## src/rtl/perf_counter_bank.sv

```systemverilog
// perf_counter_bank
//   Passive performance counter bank for the NPC core. It taps pipeline,
//   icache and LSU event signals and accumulates them in eight counters.
//   The counters are read, written and cleared through a request/response
//   register port. The bank only observes the core and never stalls it.
//
// Ports
//   clk, reset                          clock, synchronous active-high reset
//   ifu_valid, idu_ready                fetch handshake (counter 2)
//   exu_valid                           retire strobe (counter 1)
//   icache_valid, icache_isHit          icache lookup result (counters 3/4)
//   lsu_ren, lsu_wen, lsu_isWaiting     LSU activity (counters 5/6/7)
//   req_valid/req_ready/req_wen/
//   req_addr/req_wdata                  register request channel
//   resp_valid/resp_ready/
//   resp_rdata/resp_err                 register response channel
//
// Register map
//   0x00 + 8*i : counter i [31:0]
//   0x04 + 8*i : counter i [CNT_WIDTH-1:32], zero-extended
//   0x40       : bit0 enable (R/W), bit1 clear (write-1, reads 0)
module perf_counter_bank #(
  parameter int unsigned CNT_WIDTH = 64,
  parameter bit          EN_RESET  = 1'b1
) (
  input  logic        clk,
  input  logic        reset,
  input  logic        ifu_valid,
  input  logic        idu_ready,
  input  logic        exu_valid,
  input  logic        icache_valid,
  input  logic        icache_isHit,
  input  logic        lsu_ren,
  input  logic        lsu_wen,
  input  logic        lsu_isWaiting,
  input  logic        req_valid,
  output logic        req_ready,
  input  logic        req_wen,
  input  logic [7:0]  req_addr,
  input  logic [31:0] req_wdata,
  output logic        resp_valid,
  input  logic        resp_ready,
  output logic [31:0] resp_rdata,
  output logic        resp_err
);

  localparam int unsigned NUM_CNT   = 8;
  localparam int unsigned HI_WIDTH  = CNT_WIDTH - 32;
  localparam logic [7:0]  CTRL_ADDR = 8'h40;

  typedef enum logic {S_IDLE, S_RESP} state_t;

  state_t               state, state_nxt;
  logic [CNT_WIDTH-1:0] cnt [NUM_CNT];
  logic                 enable;
  logic                 clear_pend;
  logic                 wait_q;
  logic [HI_WIDTH-1:0]  snap;
  logic [2:0]           snap_idx;
  logic                 snap_valid;
  logic [NUM_CNT-1:0]   inc;

  // Request decode
  logic        accept;
  logic [2:0]  acc_idx;
  logic        acc_hi;
  logic        acc_err;
  logic        acc_ctrl;
  logic        cnt_wr;
  logic [31:0] rdata_nxt;

  assign accept   = (state == S_IDLE) && req_valid;
  assign acc_idx  = req_addr[5:3];
  assign acc_hi   = req_addr[2];
  assign acc_err  = (req_addr[1:0] != 2'b00) || (req_addr > CTRL_ADDR);
  assign acc_ctrl = (req_addr == CTRL_ADDR);
  assign cnt_wr   = accept && req_wen && !acc_err && !acc_ctrl;

  // Per-counter increment requests for this cycle.
  // NOTE: every signal assigned in always_comb gets a default first, so no
  // path can leave it unassigned and infer a latch.
  always_comb begin
    inc = '0;
    if (enable) begin
      inc[0] = 1'b1;
      inc[1] = exu_valid;
      inc[2] = ifu_valid && idu_ready;
      inc[3] = icache_valid && icache_isHit;
      inc[4] = icache_valid && !icache_isHit;
      // Loads/stores are counted once per memory wait, on its rising edge.
      inc[5] = lsu_isWaiting && !wait_q && lsu_ren;
      inc[6] = lsu_isWaiting && !wait_q && lsu_wen;
      inc[7] = lsu_isWaiting;
    end
  end

  // Read data for the request being accepted this cycle; 0 for writes/errors.
  always_comb begin
    rdata_nxt = '0;
    if (!acc_err && !req_wen) begin
      if (acc_ctrl) begin
        rdata_nxt = {31'd0, enable};
      end else if (!acc_hi) begin
        rdata_nxt = cnt[acc_idx][31:0];
      end else if (snap_valid && (snap_idx == acc_idx)) begin
        // High half captured at the matching low read: a carry in between
        // cannot tear the 64-bit value seen by software.
        rdata_nxt = 32'(snap);
      end else begin
        rdata_nxt = 32'(cnt[acc_idx][CNT_WIDTH-1:32]);
      end
    end
  end

  // Counter array.
  // NOTE: the counters are plain flops, not a RAM, and software must see
  // zeros after reset, so the whole array is reset explicitly.
  always_ff @(posedge clk) begin
    if (reset) begin
      for (int i = 0; i < NUM_CNT; i++) cnt[i] <= '0;
    end else begin
      for (int i = 0; i < NUM_CNT; i++) begin
        if (clear_pend) begin
          cnt[i] <= '0;
        end else if (cnt_wr && (acc_idx == 3'(i))) begin
          // A software write wins over a same-cycle increment.
          if (acc_hi) cnt[i][CNT_WIDTH-1:32] <= req_wdata[HI_WIDTH-1:0];
          else        cnt[i][31:0]           <= req_wdata;
        end else if (inc[i]) begin
          cnt[i] <= cnt[i] + CNT_WIDTH'(1);
        end
      end
    end
  end

  // Control, snapshot and response registers.
  // NOTE: sequential state uses non-blocking assignments so every register
  // samples pre-edge values regardless of statement order.
  always_ff @(posedge clk) begin
    if (reset) begin
      enable     <= EN_RESET;
      clear_pend <= 1'b0;
      wait_q     <= 1'b0;
      snap       <= '0;
      snap_idx   <= '0;
      snap_valid <= 1'b0;
      resp_rdata <= '0;
      resp_err   <= 1'b0;
    end else begin
      wait_q     <= lsu_isWaiting;
      clear_pend <= 1'b0;
      if (accept) begin
        resp_rdata <= rdata_nxt;
        resp_err   <= acc_err;
        if (req_wen && acc_ctrl) begin
          enable     <= req_wdata[0];
          clear_pend <= req_wdata[1];
        end
        if (!req_wen && !acc_err && !acc_ctrl && !acc_hi) begin
          snap       <= cnt[acc_idx][CNT_WIDTH-1:32];
          snap_idx   <= acc_idx;
          snap_valid <= 1'b1;
        end
      end
    end
  end

  // Register port FSM: state register
  always_ff @(posedge clk) begin
    if (reset) state <= S_IDLE;
    else       state <= state_nxt;
  end

  // Register port FSM: next state and handshake outputs
  always_comb begin
    state_nxt  = state;
    req_ready  = 1'b0;
    resp_valid = 1'b0;
    unique case (state)
      S_IDLE: begin
        req_ready = 1'b1;
        if (req_valid) state_nxt = S_RESP;
      end
      S_RESP: begin
        resp_valid = 1'b1;
        if (resp_ready) state_nxt = S_IDLE;
      end
      default: state_nxt = S_IDLE;
    endcase
  end

endmodule
```

## config.mk

```make
export PLATFORM = sky130hd
export DESIGN_NAME = perf_counter_bank
export DESIGN_NICKNAME = d
export VERILOG_FILES = /design/src/rtl/perf_counter_bank.sv
export SDC_FILE = /design/constraint.sdc
export NUM_CORES = 2
export LEC_CHECK = 0
export CAP_MARGIN = 20
export CORE_MARGIN = 4
export CORE_UTILIZATION = 40
export CTS_CLUSTER_DIAMETER = 120
export DETAILED_ROUTE_END_ITERATION = 6
export SETUP_SLACK_MARGIN = 0.05
export SLEW_MARGIN = 10
export SYNTH_ARGS = -nofsm -noshare
export SYNTH_HDL_FRONTEND = slang
export SYNTH_SLANG_ARGS = --single-unit
export TNS_END_PERCENT = 100
```

## constraint.sdc

```tcl
create_clock -name clk -period 11 [get_ports clk]
set_input_delay 2.2 -clock clk [delete_from_list [all_inputs] [get_ports clk]]
set_output_delay 2.2 -clock clk [all_outputs]
set_load 0.01 [all_outputs]
```

==> results.py <==
metrics = {
    "worst_setup_path": {
        "required_ps": 11070,
        "critPathCaptureType": "flip-flop",
        "cp.arrival_ps": 5280,
        "worstSetupStartpointType": "input pin",
        "path_class": "input pin to flip-flop",
        "cp_max_fo": 66,
    },
    "routing": {
        "postRouteAntennaNets": 0,
        "routed_wl_microns": 140000,
        "dr.pass1.iters": 6,
        "drtIter0Drc": 5033,
        "via_per_inst": 6.19,
        "drc": 0,
        "route.vias.total": 31864,
        "wl_per_cell_microns": 27.1,
    },
    "power_and_ir_drop": {
        "power_frac_comb": 0.107,
        "ir_worst_vdd_v": 0.000105,
        "switching_power_mw": 1.57,
        "switching_share": 0.272,
        "p_clk_frac": 0.418,
        "internal_power_mw": 4.22,
        "p_leak_nw": 12.6,
        "powerDensity_nw_per_um2": 138,
        "seqPwrFrac": 0.475,
    },
    "cts": {
        "cts_hold_buf": 0,
        "clk_transition_reported_paths_ps": 60,
        "cts_tree": "built",
        "cts_resized": 0,
        "cts.sinks": 585,
        "cts-buffers-inserted": 71,
        "post_cts_buffers": 0,
        "clock_latency_ps": 630,
        "cts-root-buf": "clkbuf_16",
        "htreeDepth": 3,
        "cts_buffer_depth": 3,
    },
    "synth": {
        "synthSimpleGateAreaFrac": 0.201,
        "synth_top_family_by_area": "simple AND/OR/NAND/NOR gates",
        "synthCells": 3843,
        "synth_cell_types": 58,
        "yosys_warnings": 0,
        "seq_area_frac_synth": 0.449,
        "synth.avg_cell_area_sq_um": 9.75,
        "synth_ff_type": "edfxtp_1",
        "synth_fa_ha_area_frac": 0.00267,
        "synth_xor_xnor_area_share": 0.116,
        "synth_edf_count": 512,
        "synth_compound_area_frac": 0.0980,
        "synth.area.mux_share": 0.0958,
        "netlist_area_sq_um": 37500,
        "syn-num-nets": 3904,
        "ys_ff_latch": 585,
        "async_flop_share": 0,
    },
    "global_route": {
        "grt_max_degree": 76,
        "grt_pass1_wl_microns": 202000,
        "grt_antenna_before_repair": 6,
        "grt_pass1_vias": 29289,
        "grt_overflow": 0,
        "track_usage": 0.278,
    },
    "timing": {
        "fin_crit_sh": 0.474,
        "finalHoldViolCount": 0,
        "slew_viol_final": 0,
        "hold_slack_ps": 495,
        "setup_tns_ps": 0,
        "final-setup-viol-count": 0,
        "worst_slew_pin_slew_ps": 1110,
        "period_minus_slack_ps": 5220,
        "rsz0062_at_grt": "false",
        "slew_headroom": 0.253,
        "max_freq_mhz": 192,
        "final.setup_skew_ps": 29.9,
    },
    "cells_and_area": {
        "nets": 3898,
        "drive_gt1_frac": 0.103,
        "fillers": 8721,
        "area_growth_pct": 11.9,
        "post-route-util": 0.450,
    },
    "place": {
        "portBuffers": 87,
        "hpwl_microns": 97700,
        "place.gp.congestion": 0.953,
    },
    "die": {
        "dieArea_sq_um": 98700,
        "die_w_microns": 314,
        "coreArea_sq_um": 93200,
        "num_io_pins": 88,
        "std_cell_rows": 112,
        "die_h_microns": 314,
        "floorplan.initialDensity": 0.402,
    },
    "outcome": {
        "outcome": "finished clean",
    },
    "job": {
        "drv_cap": 0,
    },
    "min_path": {
        "hold_class": "flip-flop to flip-flop",
    },
}
-- power by group through the flow --
stage | clock network (mW) | registers [mW] | logic [mW]
after floorplan | 0 | 2.71 | 0.371
after global placement | 0 | 2.79 | 0.601
after detailed placement | 0 | 2.79 | 0.606
final | 2.42 | 2.75 | 0.623
after global routing | 2.53 | 2.77 | 0.648
after CTS | 2.44 | 2.74 | 0.609
-- Yosys cell counts (all sizes together), types with 96 or more instances --
cell type	instances	area share
xor2	184	0.043
o21ai	473	0.063
nand3	191	0.027
nand4	135	0.024
nand2	642	0.064
nor2	210	0.021
clkbuf	150	0.015
xnor2	314	0.073
nor3	138	0.019
o22ai	100	0.017
buf	96	0.012
mux4	128	0.077
edfxtp	512	0.41
-- cell usage in the layout (no fill, tap or decap), drive strengths merged, types with 51 or more instances in the layout --
cell type and n:
and3 51, buf 86, clkbuf 105, clkdlybuf4s50 80, dfxtp 73, edfxtp 512
inv 91, mux4 128, nand2 642, nand3 191, nand4 135, nor2 210
nor3 138, nor4 71, o21ai 473, o22ai 100, xnor2 314, xor2 184
-- worst paths after layout --
path	startpoint	endpoint	slack, ps	depth (start not counted)
min reg2reg	snap[22]$_SDFFE_PP0P_	snap[22]$_SDFFE_PP0P_	490	2
max	req_addr[1]	cnt[6][60]$_SDFFCE_PP0P_	5780	7
min	snap[22]$_SDFFE_PP0P_	snap[22]$_SDFFE_PP0P_	490	2
max reg2reg	clear_pend$_SDFF_PP0_	cnt[2][8]$_SDFFCE_PN0P_	7220	6
-- critical path, cell delays in order --
cell and delay [ps]:
clkdlybuf4s50_1 410, or3_1 410, or3_1 360, buf_4 240
o211ai_1 200, buf_4 590, nand3_2 850
-- cell type report --
| cell class | instances | area (sq um) | area share |
|---|---|---|---|
| clock buffer | 104 | 2120 | 0.0505 |
| inverter | 87 | 327 | 0.00778 |
| clock inverter | 25 | 229 | 0.00546 |
| timing repair buffer | 167 | 1450 | 0.0346 |
| sequential | 585 | 16800 | 0.401 |
| multi-input combinational | 2925 | 19400 | 0.463 |
| antenna | 1 | 2.50 | 0.0000597 |
| tap | 1254 | 1570 | 0.0374 |
-- per-stage QoR --
| step | area [sq um] | power, mW | setup WS, ps | instances |
|---|---|---|---|---|
| global route | 41900 | 5.94 | 5520 | 5147 |
| CTS | 41900 | 5.79 | 5820 | 5147 |
| detailed placement | 39600 | 3.39 | 5160 | 5018 |
| floorplan | 37500 | 3.08 | 5720 | 3843 |
| global placement | 39600 | 3.39 | 5220 | 5017 |
| finish | 42000 | 5.80 | 5780 | 5148 |
-- cell families after synthesis --
logic type / Yosys count
AND/OR/NAND/NOR: 1561
adder cells (fa/ha/maj): 8
multiplexers: 195
buffers and inverters: 333
XOR/XNOR: 498
flip-flops: 585
AO/OA/AOI/OAI: 663
-- routing by layer --
layer | vias to the layer above | global-route usage | routed length [microns]
met5 | - | 0 | 0
met3 | 304 | 0.0619 | 18200
li1 | 14045 | - | -
met4 | 0 | 0.130 | 8020
met1 | 15509 | 0.400 | 55600
met2 | 2006 | 0.397 | 58000
-- sequential cells by signal, indices dropped and copies added (netlist names) --
register / flops
clear_pend: 1
cnt: 512
enable: 1
resp_err: 1
resp_rdata: 32
snap: 32
snap_idx: 3
snap_valid: 1
state: 1
wait_q: 1
No activity file was read; power rests on OpenSTA's default activity.
